File: src/rtl/bcd_segment_pkg.sv
// Shared constants and helpers for the BCD seven-segment counter.
// Segment vectors are active-low, ordered {G,F,E,D,C,B,A}.
package bcd_segment_pkg;

  typedef logic [3:0] bcd_digit_t;

  localparam logic [6:0] SEG_BLANK = 7'b1111111;
  localparam bcd_digit_t BCD_MAX   = 4'd9;
  localparam bcd_digit_t BCD_MIN   = 4'd0;

  function automatic logic [6:0] bcd_to_seg(input bcd_digit_t d);
    logic [6:0] seg;
    case (d)
      4'd0:    seg = 7'b1000000;
      4'd1:    seg = 7'b1111001;
      4'd2:    seg = 7'b0100100;
      4'd3:    seg = 7'b0110000;
      4'd4:    seg = 7'b0011001;
      4'd5:    seg = 7'b0010010;
      4'd6:    seg = 7'b0000010;
      4'd7:    seg = 7'b1111000;
      4'd8:    seg = 7'b0000000;
      4'd9:    seg = 7'b0010000;
      default: seg = SEG_BLANK;
    endcase
    return seg;
  endfunction

  // Out-of-range nibbles collapse to zero so the register never holds a non-BCD code.
  function automatic bcd_digit_t bcd_sanitize(input logic [3:0] n);
    return (n > BCD_MAX) ? BCD_MIN : n;
  endfunction

  function automatic bcd_digit_t bcd_inc(input bcd_digit_t d);
    return (d == BCD_MAX) ? BCD_MIN : d + 4'd1;
  endfunction

  function automatic bcd_digit_t bcd_dec(input bcd_digit_t d);
    return (d == BCD_MIN) ? BCD_MAX : d - 4'd1;
  endfunction

endpackage

File: src/rtl/bcd_to_segment.sv
// Combinational decode of one BCD digit to active-low segments, with blanking.
module bcd_to_segment
  import bcd_segment_pkg::*;
(
  input  logic [3:0] digit,
  input  logic       blank,
  output logic [6:0] segments
);

  assign segments = blank ? SEG_BLANK : bcd_to_seg(digit);

endmodule

File: src/rtl/bcd_segment_counter.sv
// N-digit BCD up/down counter with prescaler, parallel load, wrap pulse and
// per-digit active-low 7-segment outputs (combinational from the digit registers).
module bcd_segment_counter
  import bcd_segment_pkg::*;
#(
  parameter int NUM_DIGITS          = 2,
  parameter int TICK_COUNT          = 12_500_000,
  parameter bit BLANK_LEADING_ZEROS = 1'b0
) (
  input  logic                    i_Clk,
  input  logic                    i_Rst_L,
  input  logic                    i_Run,
  input  logic                    i_Up,
  input  logic                    i_Load,
  input  logic [4*NUM_DIGITS-1:0] i_Load_Bcd,
  output logic [4*NUM_DIGITS-1:0] o_Count_Bcd,
  output logic [7*NUM_DIGITS-1:0] o_Segments,
  output logic                    o_Wrap
);

  localparam int PW = $clog2(TICK_COUNT);
  localparam logic [PW-1:0] PRESC_LAST = PW'(TICK_COUNT - 1);

  logic [PW-1:0]                  presc_reg;
  logic                           tick;
  logic                           wrap_reg;
  logic [NUM_DIGITS-1:0][3:0]     digit_reg;
  logic [NUM_DIGITS-1:0][3:0]     digit_next;
  logic [NUM_DIGITS:0]            carry;
  logic [NUM_DIGITS:0]            borrow;
  logic [NUM_DIGITS-1:0]          lead_zero;

  assign tick = i_Run && (presc_reg == PRESC_LAST);

  always_ff @(posedge i_Clk or negedge i_Rst_L) begin
    if (!i_Rst_L) begin
      presc_reg <= '0;
    end else if (i_Load || tick) begin
      presc_reg <= '0;
    end else if (i_Run) begin
      presc_reg <= presc_reg + PW'(1);
    end
  end

  // Wrap fires when the ripple reaches past the top digit, i.e. every digit rolled over.
  always_ff @(posedge i_Clk or negedge i_Rst_L) begin
    if (!i_Rst_L) begin
      wrap_reg <= 1'b0;
    end else if (i_Load) begin
      wrap_reg <= 1'b0;
    end else if (tick) begin
      wrap_reg <= i_Up ? carry[NUM_DIGITS] : borrow[NUM_DIGITS];
    end else begin
      wrap_reg <= 1'b0;
    end
  end

  assign carry[0]  = 1'b1;
  assign borrow[0] = 1'b1;
  assign o_Wrap    = wrap_reg;

  generate
    for (genvar gi = 0; gi < NUM_DIGITS; gi++) begin : g_digit
      assign carry[gi+1]  = carry[gi]  && (digit_reg[gi] == BCD_MAX);
      assign borrow[gi+1] = borrow[gi] && (digit_reg[gi] == BCD_MIN);

      always_comb begin
        digit_next[gi] = digit_reg[gi];
        if (i_Up && carry[gi]) begin
          digit_next[gi] = bcd_inc(digit_reg[gi]);
        end else if (!i_Up && borrow[gi]) begin
          digit_next[gi] = bcd_dec(digit_reg[gi]);
        end
      end

      always_ff @(posedge i_Clk or negedge i_Rst_L) begin
        if (!i_Rst_L) begin
          digit_reg[gi] <= BCD_MIN;
        end else if (i_Load) begin
          digit_reg[gi] <= bcd_sanitize(i_Load_Bcd[4*gi +: 4]);
        end else if (tick) begin
          digit_reg[gi] <= digit_next[gi];
        end
      end

      // lead_zero[k]: digit k and every digit above it are zero.
      if (gi == NUM_DIGITS - 1) begin : g_top
        assign lead_zero[gi] = (digit_reg[gi] == BCD_MIN);
      end else begin : g_lower
        assign lead_zero[gi] = (digit_reg[gi] == BCD_MIN) && lead_zero[gi+1];
      end

      bcd_to_segment u_seg (
        .digit    (digit_reg[gi]),
        .blank    (BLANK_LEADING_ZEROS && (gi != 0) && lead_zero[gi]),
        .segments (o_Segments[7*gi +: 7])
      );

      assign o_Count_Bcd[4*gi +: 4] = digit_reg[gi];
    end
  endgenerate

endmodule

File: config.mk
export PLATFORM = sky130hd
export DESIGN_NAME = bcd_segment_counter
export DESIGN_NICKNAME = d
export VERILOG_FILES = /design/src/rtl/bcd_segment_pkg.sv /design/src/rtl/bcd_to_segment.sv /design/src/rtl/bcd_segment_counter.sv
export SDC_FILE = /design/constraint.sdc
export NUM_CORES = 1
export LEC_CHECK = 0
export ABC_AREA = 1
export CELL_PAD_IN_SITES_DETAIL_PLACEMENT = 1
export CELL_PAD_IN_SITES_GLOBAL_PLACEMENT = 1
export CORE_AREA = 4 4 66 128
export DETAILED_ROUTE_END_ITERATION = 10
export DIE_AREA = 0 0 70 132
export PLACE_DENSITY_LB_ADDON = 0.05
export SYNTH_ARGS = -nofsm -noshare
export SYNTH_HDL_FRONTEND = slang
export SYNTH_SLANG_ARGS = --single-unit
File: constraint.sdc
create_clock -name i_Clk -period 1.4 [get_ports i_Clk]
set_input_delay 0.21 -clock i_Clk [delete_from_list [all_inputs] [get_ports i_Clk]]
set_output_delay 0.21 -clock i_Clk [all_outputs]
set_load 0.02 [all_outputs]
-- Word-level counts from Yosys, hierarchy flattened
Memory sizes are Yosys's and may differ from the RTL's.
Cells that the tools add are included.
- logic and storage cells: 47
- bits in registers: 33
- memories: 2
- bits in read-only memories: 224
- memory list (name ; depth ; bits a word ; rd ports ; clocked after memory_dff ; wr ports ; line ; RTL):
    (name not given) ; 16 ; 7 ; 1 ; 0 ; 0 ; bcd_segment_pkg.sv:13 ; case (d)
    (name not given) ; 16 ; 7 ; 1 ; 0 ; 0 ; bcd_segment_pkg.sv:13 ;
- $lt $le $gt $ge: 2
- add/subtract/negate cells: 5
- muxes and demuxes: 18
- reduce and logical (&&, ||, !) cells: 13
- equal/unequal tests: 3
- operators by type and width (cell ; number):
    two-way mux 4 bit ; 13
    two-way mux 24 bit ; 2
    adder 24 x 1 -> 24 bit, second input constant ; 1
    == test 24 bit, second input constant ; 1
    adder 4 x 1 -> 4 bit, second input constant ; 2
    == test 4 bit, second input constant ; 2
    greater-than comparator 4 bit, second input constant ; 2
    logical NOT 4 bit ; 2
    subtractor 4 x 1 -> 4 bit, second input constant ; 2
    logical AND 1 bit ; 5
    nonzero test 2 bit ; 2
    two-way mux 1 bit ; 3
    nonzero test 3 bit ; 1
    AND reduction 2 bit ; 1
    logical NOT 1 bit ; 1
    logical OR 1 bit ; 1

-- Longest topological paths before layout
Gate-level depths: netlist of run 1.
- depth in word-level cells: 6
- mapped depth: 11
- gate-level depth less buffers: 11

-- Modules after synthesis
From an unflattened synthesis of run 1, not the netlist that was laid out.
- cell total of the unflattened synthesis: 417
- area, all modules: 2630.0 µm²
- modules (own cells, without submodules) (module ; area an instance (µm²) ; cells an instance ; times used):
    bcd_segment_counter ; 2222.1 ; 343 ; 1
    bcd_to_segment ; 203.9 ; 37 ; 2

-- Worst setup path before layout of run 1
No wires, ideal clock.
- path kind: register to output
- start: reg digit_reg, in the netlist o_Count_Bcd[4]
- end: out o_Segments[11]
- required time: 1.190 ns
- path slack: -0.424 ns
- cell stages (with the launch flop): 5
- arrival: 1.614 ns
- cells stage by stage: dfrtp_1 inv_1 ha_1 ha_1 o21ai_0
- word-level cells in the longest chain between the ends: 1
- ends and longest elaborated chain (what ; line ; RTL):
    start, declared ; bcd_segment_counter.sv:27 ; logic [NUM_DIGITS-1:0][3:0] digit_reg;
    start signal, assigned by index ; bcd_segment_counter.sv:80 ; digit_reg[gi] <= bcd_sanitize(i_Load_Bcd[4*gi +: 4]);
    start signal, assigned by index ; bcd_segment_counter.sv:82 ; digit_reg[gi] <= digit_next[gi];
    memory (16 x 7 bit) ; n/a ;
    end, declared ; bcd_segment_counter.sv:17 ; output logic [7*NUM_DIGITS-1:0] o_Segments,
Every way passes these cells.

-- Final worst setup path of run 1
- start: reg digit_reg, in the netlist o_Count_Bcd[2]
- end: out o_Segments[1]
The elaborated chain is that of the path after synthesis.

==> metrics.md, run 1 <==
| Metric | Value |
|---|---|
| Site Rows | 45 |
| Via density | approximately 5.1 |
| HP Class | input port to async pin |
| Type of the worst setup path | flop to output port |
| First-pass GRT wire length | 17.2 mm |
| Post-Route Skew | 5.98 ps |
| Wire per inst | approximately 18 um |
| Synth unique cells | 33 |
| WP data required | around 1200 ps |
| Sw Share | 0.412 |
| Sequential share of power | 0.217 |
| Setup Total Neg Slack | -9860 ps |
| Clock-pin slew on the worst setup and hold paths | about 60 ps |
| Slew @ Worst Pin | around 310 ps |
| Net Sw Power | roughly 0.0022 W |
| Syn_nets | 419 |
| CTS root buffer | clkbuf_16 |
| Vias | about 3200 |
| Critical Path Stages | 5 |
| DR pass1 iterations | 4 |
| Hold-fix buffers, CTS | 0 |
| CP startpoint kind | flop |
| Worst slack at placement | -424 ps |
| RSZ-0062 raised after global routing | true |
| Synth warnings | 0 |
| IO Count | 36 |
| Reg2Reg Depth | 10 |
| CP Buf/Inv Count | 3 |
| Chip Height | between 100 and 150 um |
| Grt total ovfl | 0 |
| Fin. Hold Viols | 0 |
| Number of synthesized flops with an enable pin | 0 |
| CTS tree | done |
| CP peak stage delay | 470 ps |
| CP top delay family | flip-flops |
| Final worst slack | -311 ps |
| Fmax | about 0.6 GHz |
| Inserted Diodes | 0 |
| Worst-Skew Late Latency | between 200 and 300 ps |
| Worst Path Arrival | 1500 ps |
| Post-DP HPWL | approximately 7.5 mm |
| Initial DRC Count | between 90 and 100 |
| Core ar. | between 7000 and 8000 um^2 |
| Crit path cell chain | buf_12, o21ai_4, buf_4, nand2_1, buf_6 |
| Max reg flops | 24 |
| Min cycle time layout | 1710 ps |
| Synthesized area | between 2000 and 3000 um^2 |
| Async S/R FF share, synth | 1.00 |
| Detailed-route DRC error count | 0 |
| Port Buffer Count | 35 |
| WL final | between 10 and 15 mm |
| Register area share after synthesis | 0.323 |
| Max-Cap Viols | 0 |
| Final setup fails | between 40 and 50 |
| Die area | 9240 um^2 |
| Initial antenna violation count | 0 |
| CTS max path bufs | 2 |
| Internal power | ~0.003 W |
| Slew HR | 0.789 |
| Largest net degree at the start of global routing | 34 |
| GRT Total Usage | 0.236 |
| ANT nets after route | 0 |
| Area Overhead vs Synth | 83.3% |
| Worst IR Drop VDD | ~830 uV |
| Vias in the first global route | roughly 3600 |
| Synthesized flop and latch total | 33 |
| Die width | 70 um |
| Cts bufs inserted | 5 |
| Logic pwr share | 0.576 |
| Top FF cell, synth | dfrtp_1 |
| CP Capture Type | output port |
| Max FO, Critical Path | 6 |
| Nets | 566 |
| Clk pwr share | 0.207 |
| Clk sinks | 33 |
| Syn_area_per_cell | approximately 6.5 um^2 |
| Violations in the final reports | negative setup slack |
| Pwr per Cell Area | roughly 1100 nW/um^2 |
| Leak | ~2.2 nW |
| Initial core utilization | 0.339 |
| Routability cong. | 0.888 |
| H-Tree Depth | 2 |
| Slowest CP cell | dfrtp_2 |
| Gate Count Post-Synth | 395 |
| Share of cells above drive strength 1 | 0.494 |
| Filler instances | 900 |
| Slew Viols, Final | 0 |
| Status | finished with violations |
| Final period util | 1.22 |
power by group through the flow:
stage	Sequential (W)	Combinational (W)	Clock, W
floorplan	0.00118	0.00110	0
global placement	0.00111	0.00231	0
detailed placement	0.00112	0.00236	0
CTS	0.00112	0.00265	0.00111
global route	0.00115	0.00325	0.00116
finish	0.00114	0.00302	0.00109
cells by family after synthesis:
group	share of synthesized area
xor gates and xnor gates	0.0308
and+or+nand+nor	0.413
DFF	0.323
adders and majority gates	0.0538
buffers and inverters	0.0924
AOI/OAI and AO/OA	0.0875
cell type report:
class | count | area, um^2 | area share
Multi-Input combinational cell | 306 | 2100 | 0.449
Timing Repair Buffer | 151 | 1320 | 0.281
Sequential cell | 33 | 837 | 0.178
Clock inverter | 2 | 10.0 | 0.00213
Clock buffer | 6 | 129 | 0.0275
Inverter | 45 | 174 | 0.0371
Tap cell | 94 | 118 | 0.0251
synthesized netlist by cell type, types with 3 or more instances:
library cell / n / area share
nand2_1: 122 / 0.18
nor2_1: 65 / 0.095
ha_1: 11 / 0.054
inv_1: 43 / 0.063
dfrtp_1: 33 / 0.32
buf_4: 3 / 0.0088
xor2_1: 8 / 0.027
nor2_2: 4 / 0.0098
nand4_1: 5 / 0.012
buf_2: 6 / 0.012
o21ai_0: 24 / 0.047
nor3_1: 7 / 0.014
o211ai_1: 3 / 0.0088
nand3_1: 31 / 0.061
a21oi_1: 8 / 0.016
through the flow:
step           std cells  cell area, um^2  power (W)  utilization  hold slack (ps)
2_1_floorplan        395             2660    0.00228            -            -85.6
3_3_place_gp         606             3770    0.00343        0.500              570
3_5_place_dp         606             3770    0.00348        0.500              578
4_1_cts              627             4350    0.00487        0.576              314
5_1_grt              637             4690    0.00556        0.622              315
6_report             637             4690    0.00525        0.622              300
placed cells by master (no fill, tap or decap), types with 4 or more instances in the layout:
cell type	synthesis	final
dfrtp_2	0	9
nand3_2	0	4
o21ai_1	2	5
nand3_1	31	24
nor2_1	65	41
buf_4	3	96
a21oi_1	8	5
nand2_1	122	96
o21ai_2	1	14
buf_6	1	26
nor2_4	2	20
o21ai_0	24	4
dfrtp_1	33	24
nand4_1	5	5
inv_2	1	6
ha_4	0	8
xor2_1	8	6
buf_2	6	4
nand2_2	2	22
inv_1	43	36
nand2_4	0	6
clkbuf_16	0	5
o21ai_4	0	4
clkdlybuf4s50_1	0	12
nand3_4	1	4
nor2_2	4	10
layer usage:
metal	GRT usage	vias to the layer above	part of all wire
li1	-	1540	-
met1	0.204	1578	0.31
met2	0.492	76	0.61
met3	0.0298	40	0.023
met4	0.122	0	0.054
met5	0	-	0
worst paths after layout:
check / slack, ps / start / endpoint
max: -310 / o_Count_Bcd[2] / o_Segments[1]
min: 300 / i_Rst_L / o_Wrap
max reg2reg: -300 / o_Count_Bcd[1] / o_Count_Bcd[0]
min reg2reg: 610 / presc_reg[11] / presc_reg[11]
max in group asynchronous: 890 / i_Rst_L / o_Count_Bcd[0]
min in group i_Clk: 610 / presc_reg[11] / presc_reg[11]
repair_timing:
| item | 4_1_cts | 5_1_grt |
|---|---|---|
| cloned | 1 | 0 |
| setup endpoints to repair | 56 | 54 |
| pin swaps | 34 | 34 |
| resized for setup | 183 | 74 |
| buffers inserted | 14 | 12 |
Power figures use the tool's default switching activity.
==> inputs of run 2 (changes only) <==
--- a/config.mk
+++ b/config.mk
@@ -12,6 +12,7 @@
 export DETAILED_ROUTE_END_ITERATION = 10
 export DIE_AREA = 0 0 70 132
 export PLACE_DENSITY_LB_ADDON = 0.05
+export SETUP_SLACK_MARGIN = 0.05
 export SYNTH_ARGS = -nofsm -noshare
 export SYNTH_HDL_FRONTEND = slang
 export SYNTH_SLANG_ARGS = --single-unit
==> run 2 against run 1 <==
- the flow still finishes with violations (negative setup slack)
- non-clock buffer count is 5 lower
- die area stayed put
- core utilization is 0.76 points higher
- first-iteration DRC count is 48% higher
- sequential share of layout area is 0.24 points lower
- clock skew hardly changed
- clock power hardly changed
- global-route usage is 1.1 points lower
- combinational power is 7.0% higher
- critical path depth is 5 higher
- critical endpoint is now o_Count_Bcd[7]
- largest cell class unchanged
==> metrics.md, run 2 (synthesis results as in run 1) <==
| Metric | Value |
|---|---|
| Chip Height | 132 um (unchanged) |
| Slew Viols, Final | 0 (unchanged) |
| Initial DRC Count | 135 (+48%) |
| Final setup fails | 47 (-4.1%) |
| Max FO, Critical Path | 7 (+1) |
| Status | finished with violations |
| Share of cells above drive strength 1 | 0.483 (-0.0103) |
| Worst-Skew Late Latency | 280 ps (about the same) |
| Inserted Diodes | 0 (unchanged) |
| Core ar. | 7540 um^2 (unchanged) |
| Initial core utilization | 0.339 (unchanged) |
| Fin. Hold Viols | 0 (unchanged) |
| Max-Cap Viols | 0 (unchanged) |
| HP Class | input port to async pin |
| CP startpoint kind | flop |
| Worst Path Arrival | 1860 ps (+360 ps) |
| CTS tree | done |
| Slowest CP cell | dfrtp_2 |
| DR pass1 iterations | 4 (unchanged) |
| Fmax | 0.610 GHz (+4.3%) |
| CTS root buffer | clkbuf_16 |
| Via density | 5.16 (+1.7%) |
| Final period util | 1.17 (-0.0506) |
| CP dominant cell by count | nand2_1 |
| Final worst slack | -240 ps (+70.9 ps) |
| Slew HR | 0.781 (-0.00785) |
| CP startpoint | o_Count_Bcd[2] |
| GRT Total Usage | 0.224 (-0.0115) |
| Critical Path Stages | 10 (+5) |
| CTS max path bufs | 2 (unchanged) |
| WL final | 11.5 mm (-0.73%) |
| Slew @ Worst Pin | 326 ps (+10.8 ps) |
| Post-Route Skew | 6.29 ps (+0.307 ps) |
| CP peak stage delay | 470 ps (about the same) |
| Port Buffer Count | 35 (unchanged) |
| Min cycle time layout | 1640 ps (-70.9 ps) |
| Leak | 2.23 nW (+2.1%) |
| Reg2Reg Depth | 10 (unchanged) |
| H-Tree Depth | 2 (unchanged) |
| Site Rows | 45 (unchanged) |
| CP Buf/Inv Count | 2 (-1) |
| Detailed-route DRC error count | 0 (unchanged) |
| WP data required | 1620 ps (+430 ps) |
| Clk sinks | 33 (unchanged) |
| Violations in the final reports | negative setup slack |
| Initial antenna violation count | 0 (unchanged) |
| Area Overhead vs Synth | 85.5% |
| Nets | 561 (-0.88%) |
| Clock-pin slew on the worst setup and hold paths | 60 ps (about the same) |
| Wire per inst | 18.2 um (about the same) |
| Final Util | 0.630 (+0.00763) |
| Worst R2R Setup Slack | -240 ps (+60 ps) |
| ANT nets after route | 0 (unchanged) |
| Routability cong. | 0.841 (-5.4%) |
| CP Capture Type | flop |
| Cts bufs inserted | 5 (unchanged) |
| Largest net degree at the start of global routing | 34 (unchanged) |
| Post-DP HPWL | 7.23 mm (-3.0%) |
| RSZ-0062 raised after global routing | true |
| R2r endpoint | o_Count_Bcd[7] |
| Grt total ovfl | 0 (unchanged) |
| Highest-count cells in the layout ignoring fill and taps | 102 x nand2_1, 81 x buf_4, 40 x nor2_1, 40 x buf_6, 33 x inv_1 |
| Setup Total Neg Slack | -7580 ps (+2280 ps) |
| First-pass GRT wire length | 16.6 mm (-3.6%) |
| Vias in the first global route | 3491 (-2.5%) |
| Worst IR Drop VDD | 908 uV (+8.9%) |
| Die width | 70 um (unchanged) |
| IO Count | 36 (unchanged) |
| Pwr per Cell Area | 1150 nW/um^2 (+2.7%) |
| Setup crit end | o_Count_Bcd[7] |
| Reg-to-reg startpoint | o_Count_Bcd[2] |
| Max reg flops | 24 (unchanged) |
| Commonest non-fill, non-tap cell in the layout | nand2_1 |
| Type of the worst setup path | flop to flop |
| Crit path cell chain | inv_2, buf_4, nand4_4, nor2_4, nand2_1, nand3_1, nand2_1, nand2_1, nand2_1, nand2_1 |
| CP top delay family | simple AND/OR/NAND/NOR gates |
| Die area | 9240 um^2 (unchanged) |
| Vias | 3264 (+0.93%) |
-- run 2: routing by layer --
layer / wire, um / track usage
met1: 3700 / 0.204
met2: 6880 / 0.457
met3: 278 / 0.0237
met4: 652 / 0.122
met5: 0 / 0
-- run 2: metrics by stage --
| step | worst slack [ps] | hold slack [ps] | area, um^2 | power (W) | instances |
|---|---|---|---|---|---|
| 2_1_floorplan | -52.0 | -85.6 | 2730 | 0.00239 | 395 |
| 3_3_place_gp | -454 | 564 | 3780 | 0.00345 | 599 |
| 3_5_place_dp | -462 | 596 | 3780 | 0.00350 | 599 |
| 4_1_cts | -226 | 305 | 4470 | 0.00505 | 619 |
| 5_1_grt | -323 | 384 | 4750 | 0.00573 | 632 |
| 6_report | -240 | 371 | 4750 | 0.00546 | 632 |
-- run 2: worst reg2reg max path, cell delays in order (launching register included) --
cell and delay [ps]:
dfrtp_2 470, inv_2 170, buf_4 170, nand4_4 210
nor2_4 180, nand2_1 80, nand3_1 70, nand2_1 70
nand2_1 70, nand2_1 50, nand2_1 60
-- run 2: what timing repair did --
action	in CTS	in global routing
resized for setup	224	50
pin swaps	33	23
hold buffers	0	0
setup endpoints to repair	56	50
gates cloned	2	0
buffers inserted	11	16
-- run 2: power by group --
group	internal (W)	leakage (nW)	switching (W)	total (W)
sequential	0.00102	0.440	0.000113	0.00114
combinational	0.00161	1.72	0.00162	0.00323
clock	0.000654	0.0706	0.000436	0.00109
total	0.00328	2.23	0.00217	0.00546
-- run 2: area by class of cell --
| cell class | instances | area (um^2) |
|---|---|---|
| Clock inverter | 2 | 10.0 |
| Tap cell | 94 | 118 |
| Clock buffer | 6 | 129 |
| Fill cell | 897 | 2800 |
| Sequential cell | 33 | 836 |
| Multi-Input combinational cell | 306 | 2100 |
| Timing Repair Buffer | 146 | 1370 |
| Inverter | 45 | 181 |
-- run 2: how the worst min path moves through the flow --
| stage | cells after the start | endpoint | slack [ps] |
|---|---|---|---|
| finish | 2 | o_Wrap | 370 |
| detailed placement | 2 | presc_reg[0] | 600 |
| CTS | 2 | presc_reg[3] | 310 |
| floorplan | 0 | o_Count_Bcd[0] | -90 |
| global placement | 2 | presc_reg[0] | 560 |
| global route | 2 | o_Wrap | 380 |
==> inputs of run 3 (changes only) <==
--- a/config.mk
+++ b/config.mk
@@ -11,7 +11,7 @@
 export CORE_AREA = 4 4 66 128
 export DETAILED_ROUTE_END_ITERATION = 10
 export DIE_AREA = 0 0 70 132
-export PLACE_DENSITY_LB_ADDON = 0.05
+export PLACE_DENSITY_LB_ADDON = 0.2
 export SETUP_SLACK_MARGIN = 0.05
 export SYNTH_ARGS = -nofsm -noshare
 export SYNTH_HDL_FRONTEND = slang
==> run 3 against run 2 <==
- the flow still finishes with violations (negative setup slack)
- critical path depth shrank 4
- clock power hardly changed
- highest routed layer unchanged
- wire length grew 35%
- setup slack lost 130 ps
- core utilization is 6.0 points higher
- global-route usage up 2.7 points
- critical endpoint is now o_Segments[2]
- sequential power barely moved
- count of clock-buffer cells in the layout is the same
- combinational power rose by 15%
- register-to-register slack worse by 130 ps
- non-clock buffer count is 24 higher
- cell count increased by 3.8%
==> metrics.md, run 3 (synthesis results as in run 1) <==
| Metric | Value |
|---|---|
| CP startpoint kind | flop |
| Initial core utilization | 0.339 (unchanged) |
| Sequential share of power | 0.192 (-0.016) |
| Max-Cap Viols | 0 (unchanged) |
| ANT nets after route | 0 (unchanged) |
| Cts bufs inserted | 5 (unchanged) |
| Area Overhead vs Synth | 103% |
| First-pass GRT wire length | 18.4 mm (+11%) |
| Met1 usage | 0.219 (+0.0144) |
| Sw Share | 0.410 (+0.0115) |
| Vias in the first global route | 3779 (+8.2%) |
| Largest net degree at the start of global routing | 34 (unchanged) |
| Slew @ Worst Pin | 428 ps (+102 ps) |
| Met2 usage | 0.528 (+0.0711) |
| Port Buffer Count | 35 (unchanged) |
| Worst R2R Setup Slack | -370 ps (-130 ps) |
| IO Count | 36 (unchanged) |
| Final worst slack | -370 ps (-130 ps) |
| Commonest non-fill, non-tap cell in the layout | buf_4 |
| Slew HR | 0.714 (-0.0668) |
| Inst Count DP | 604 (+0.83%) |
| HP Class | input port to async pin |
| GRT Total Usage | 0.252 (+0.0274) |
| H-Tree Depth | 2 (unchanged) |
| Clk pwr share | 0.183 (-0.017) |
| CTS tree | done |
| Violations in the final reports | negative setup slack |
| Final Util | 0.690 (+0.0602) |
| Fmax | 0.565 GHz (-7.4%) |
| Hold_ws | 311 ps (-59.6 ps) |
| Initial antenna violation count | 0 (unchanged) |
| Reg-to-reg startpoint | presc_reg[7] |
| Wire per inst | 23.6 um (+30%) |
| Pwr per Cell Area | 1140 nW/um^2 (-0.56%) |
| Clock-pin slew on the worst setup and hold paths | 60 ps (about the same) |
| WP data required | 1190 ps (-430 ps) |
| DR pass1 iterations | 4 (unchanged) |
| Worst-Skew Late Latency | 290 ps (about the same) |
| Die width | 70 um (unchanged) |
| Via density | 5.46 (+5.8%) |
| Post-Layout Cell Count | 656 (+3.8%) |
| Nets | 585 (+4.3%) |
| Slew Viols, Final | 0 (unchanged) |
| Register area | 836 um^2 (unchanged) |
| Fin. Hold Viols | 0 (unchanged) |
| Leak | 2.43 nW (+9.0%) |
| Site Rows | 45 (unchanged) |
| Min cycle time layout | 1770 ps (+130 ps) |
| Final period util | 1.26 (+0.0932) |
| Worst IR Drop VDD | 808 uV (-11%) |
| Filler instances | 853 (-4.9%) |
| Inserted Diodes | 0 (unchanged) |
| CTS max path bufs | 2 (unchanged) |
| Max reg flops | 24 (unchanged) |
| Worst Path Arrival | 1560 ps (-300 ps) |
| CP Capture Type | output port |
| WL final | 15.5 mm (+35%) |
| Type of the worst setup path | flop to output port |
| Final setup fails | 47 (unchanged) |
| Highest-count cells in the layout ignoring fill and taps | 102 x buf_4, 86 x nand2_1, 39 x buf_6 |
| GRT busiest layer | met2 |
| Die area | 9240 um^2 (unchanged) |
| Core ar. | 7540 um^2 (unchanged) |
| M3 GR Usage | 0.0260 (+0.00229) |
| Clk sinks | 33 (unchanged) |
| Vias | 3584 (+9.8%) |
| Detailed-route DRC error count | 0 (unchanged) |
| R2r endpoint | o_Count_Bcd[2] |
| Post-Route Skew | 9.07 ps (+2.78 ps) |
| Initial DRC Count | 149 (+10%) |
| Post-DP HPWL | 7.53 mm (+4.2%) |
| Share of cells above drive strength 1 | 0.575 (+0.0915) |
| Hold-fix buffers, CTS | 0 (unchanged) |
| Logic pwr share | 0.625 (+0.033) |
| Max FO, Critical Path | 4 (-3) |
| Grt total ovfl | 0 (unchanged) |
| Status | finished with violations |
| Reg2Reg Depth | 8 (-2) |
| Chip Height | 132 um (unchanged) |
| Area of the multi-input gates | 2330 um^2 (+11%) |
| Internal power | 0.00351 W (+6.9%) |
| Routability cong. | 0.881 (+4.7%) |
| RSZ-0062 raised after global routing | true |
| Net Sw Power | 0.00244 W (+12%) |
| CTS root buffer | clkbuf_16 |
## run 3: cell types whose count changed in the layout (fill, tap and decap cells not counted), sizes merged
cell,before,now
buf,131,156
bufbuf,1,0
clkbuf,6,7
clkdlybuf4s15,1,0
clkinvlp,0,1
inv,44,43
## run 3: stage by stage
step | setup WS [ps] | power, W | area, um^2 | TNS, ps
after global routing | -432 | 0.00621 | 5200 | -14920
after CTS | -212 | 0.00514 | 4470 | -7830
after floorplan | -52.0 | 0.00239 | 2730 | -407
after detailed placement | -461 | 0.00361 | 3820 | -17290
final | -370 | 0.00595 | 5200 | -12700
after global placement | -425 | 0.00354 | 3820 | -14620
## run 3: area by class of cell
cell class / count / area share
clock buffer: 6 / 0.0248
sequential: 33 / 0.161
multi-input combinational: 306 / 0.448
tap: 94 / 0.0226
inverter: 45 / 0.0365
timing repair buffer: 170 / 0.305
clock inverter: 2 / 0.00192
## run 3: layer usage
layer | vias up | part of all wire
li1 | 1578 | -
met1 | 1805 | 0.32
met2 | 127 | 0.57
met3 | 74 | 0.032
met4 | 0 | 0.079
met5 | - | 0
## run 3: worst max path at each step
stage          slack, ps              to           start
2_1_floorplan        -50   presc_reg[18]    presc_reg[0]
3_3_place_gp        -420   o_Segments[4]  o_Count_Bcd[0]
3_5_place_dp        -460  o_Count_Bcd[1]           i_Run
4_1_cts             -210  o_Segments[12]  o_Count_Bcd[6]
5_1_grt             -430  o_Count_Bcd[2]   presc_reg[10]
6_report            -370   o_Segments[2]  o_Count_Bcd[0]
## run 3: power groups by stage
stage,Combinational (W),Sequential [W],Clock [W]
after floorplan,0.00120,0.00119,0
after CTS,0.00291,0.00112,0.00111
after global placement,0.00241,0.00112,0
final,0.00371,0.00114,0.00109
after detailed placement,0.00248,0.00113,0
after global routing,0.00391,0.00115,0.00115
## run 3: critical path: stages, from the launching register on
cell and delay, ps:
dfrtp_2 460, inv_4 110, ha_4 140, inv_2 40, buf_4 130, o21ai_1 200
buf_4 190
## run 3: timing repair
action	4_1_cts	5_1_grt
resized for setup	199	141
setup buffers	19	26
pin swaps	39	54
cloned	2	1
endpoints found under the setup margin	56	51
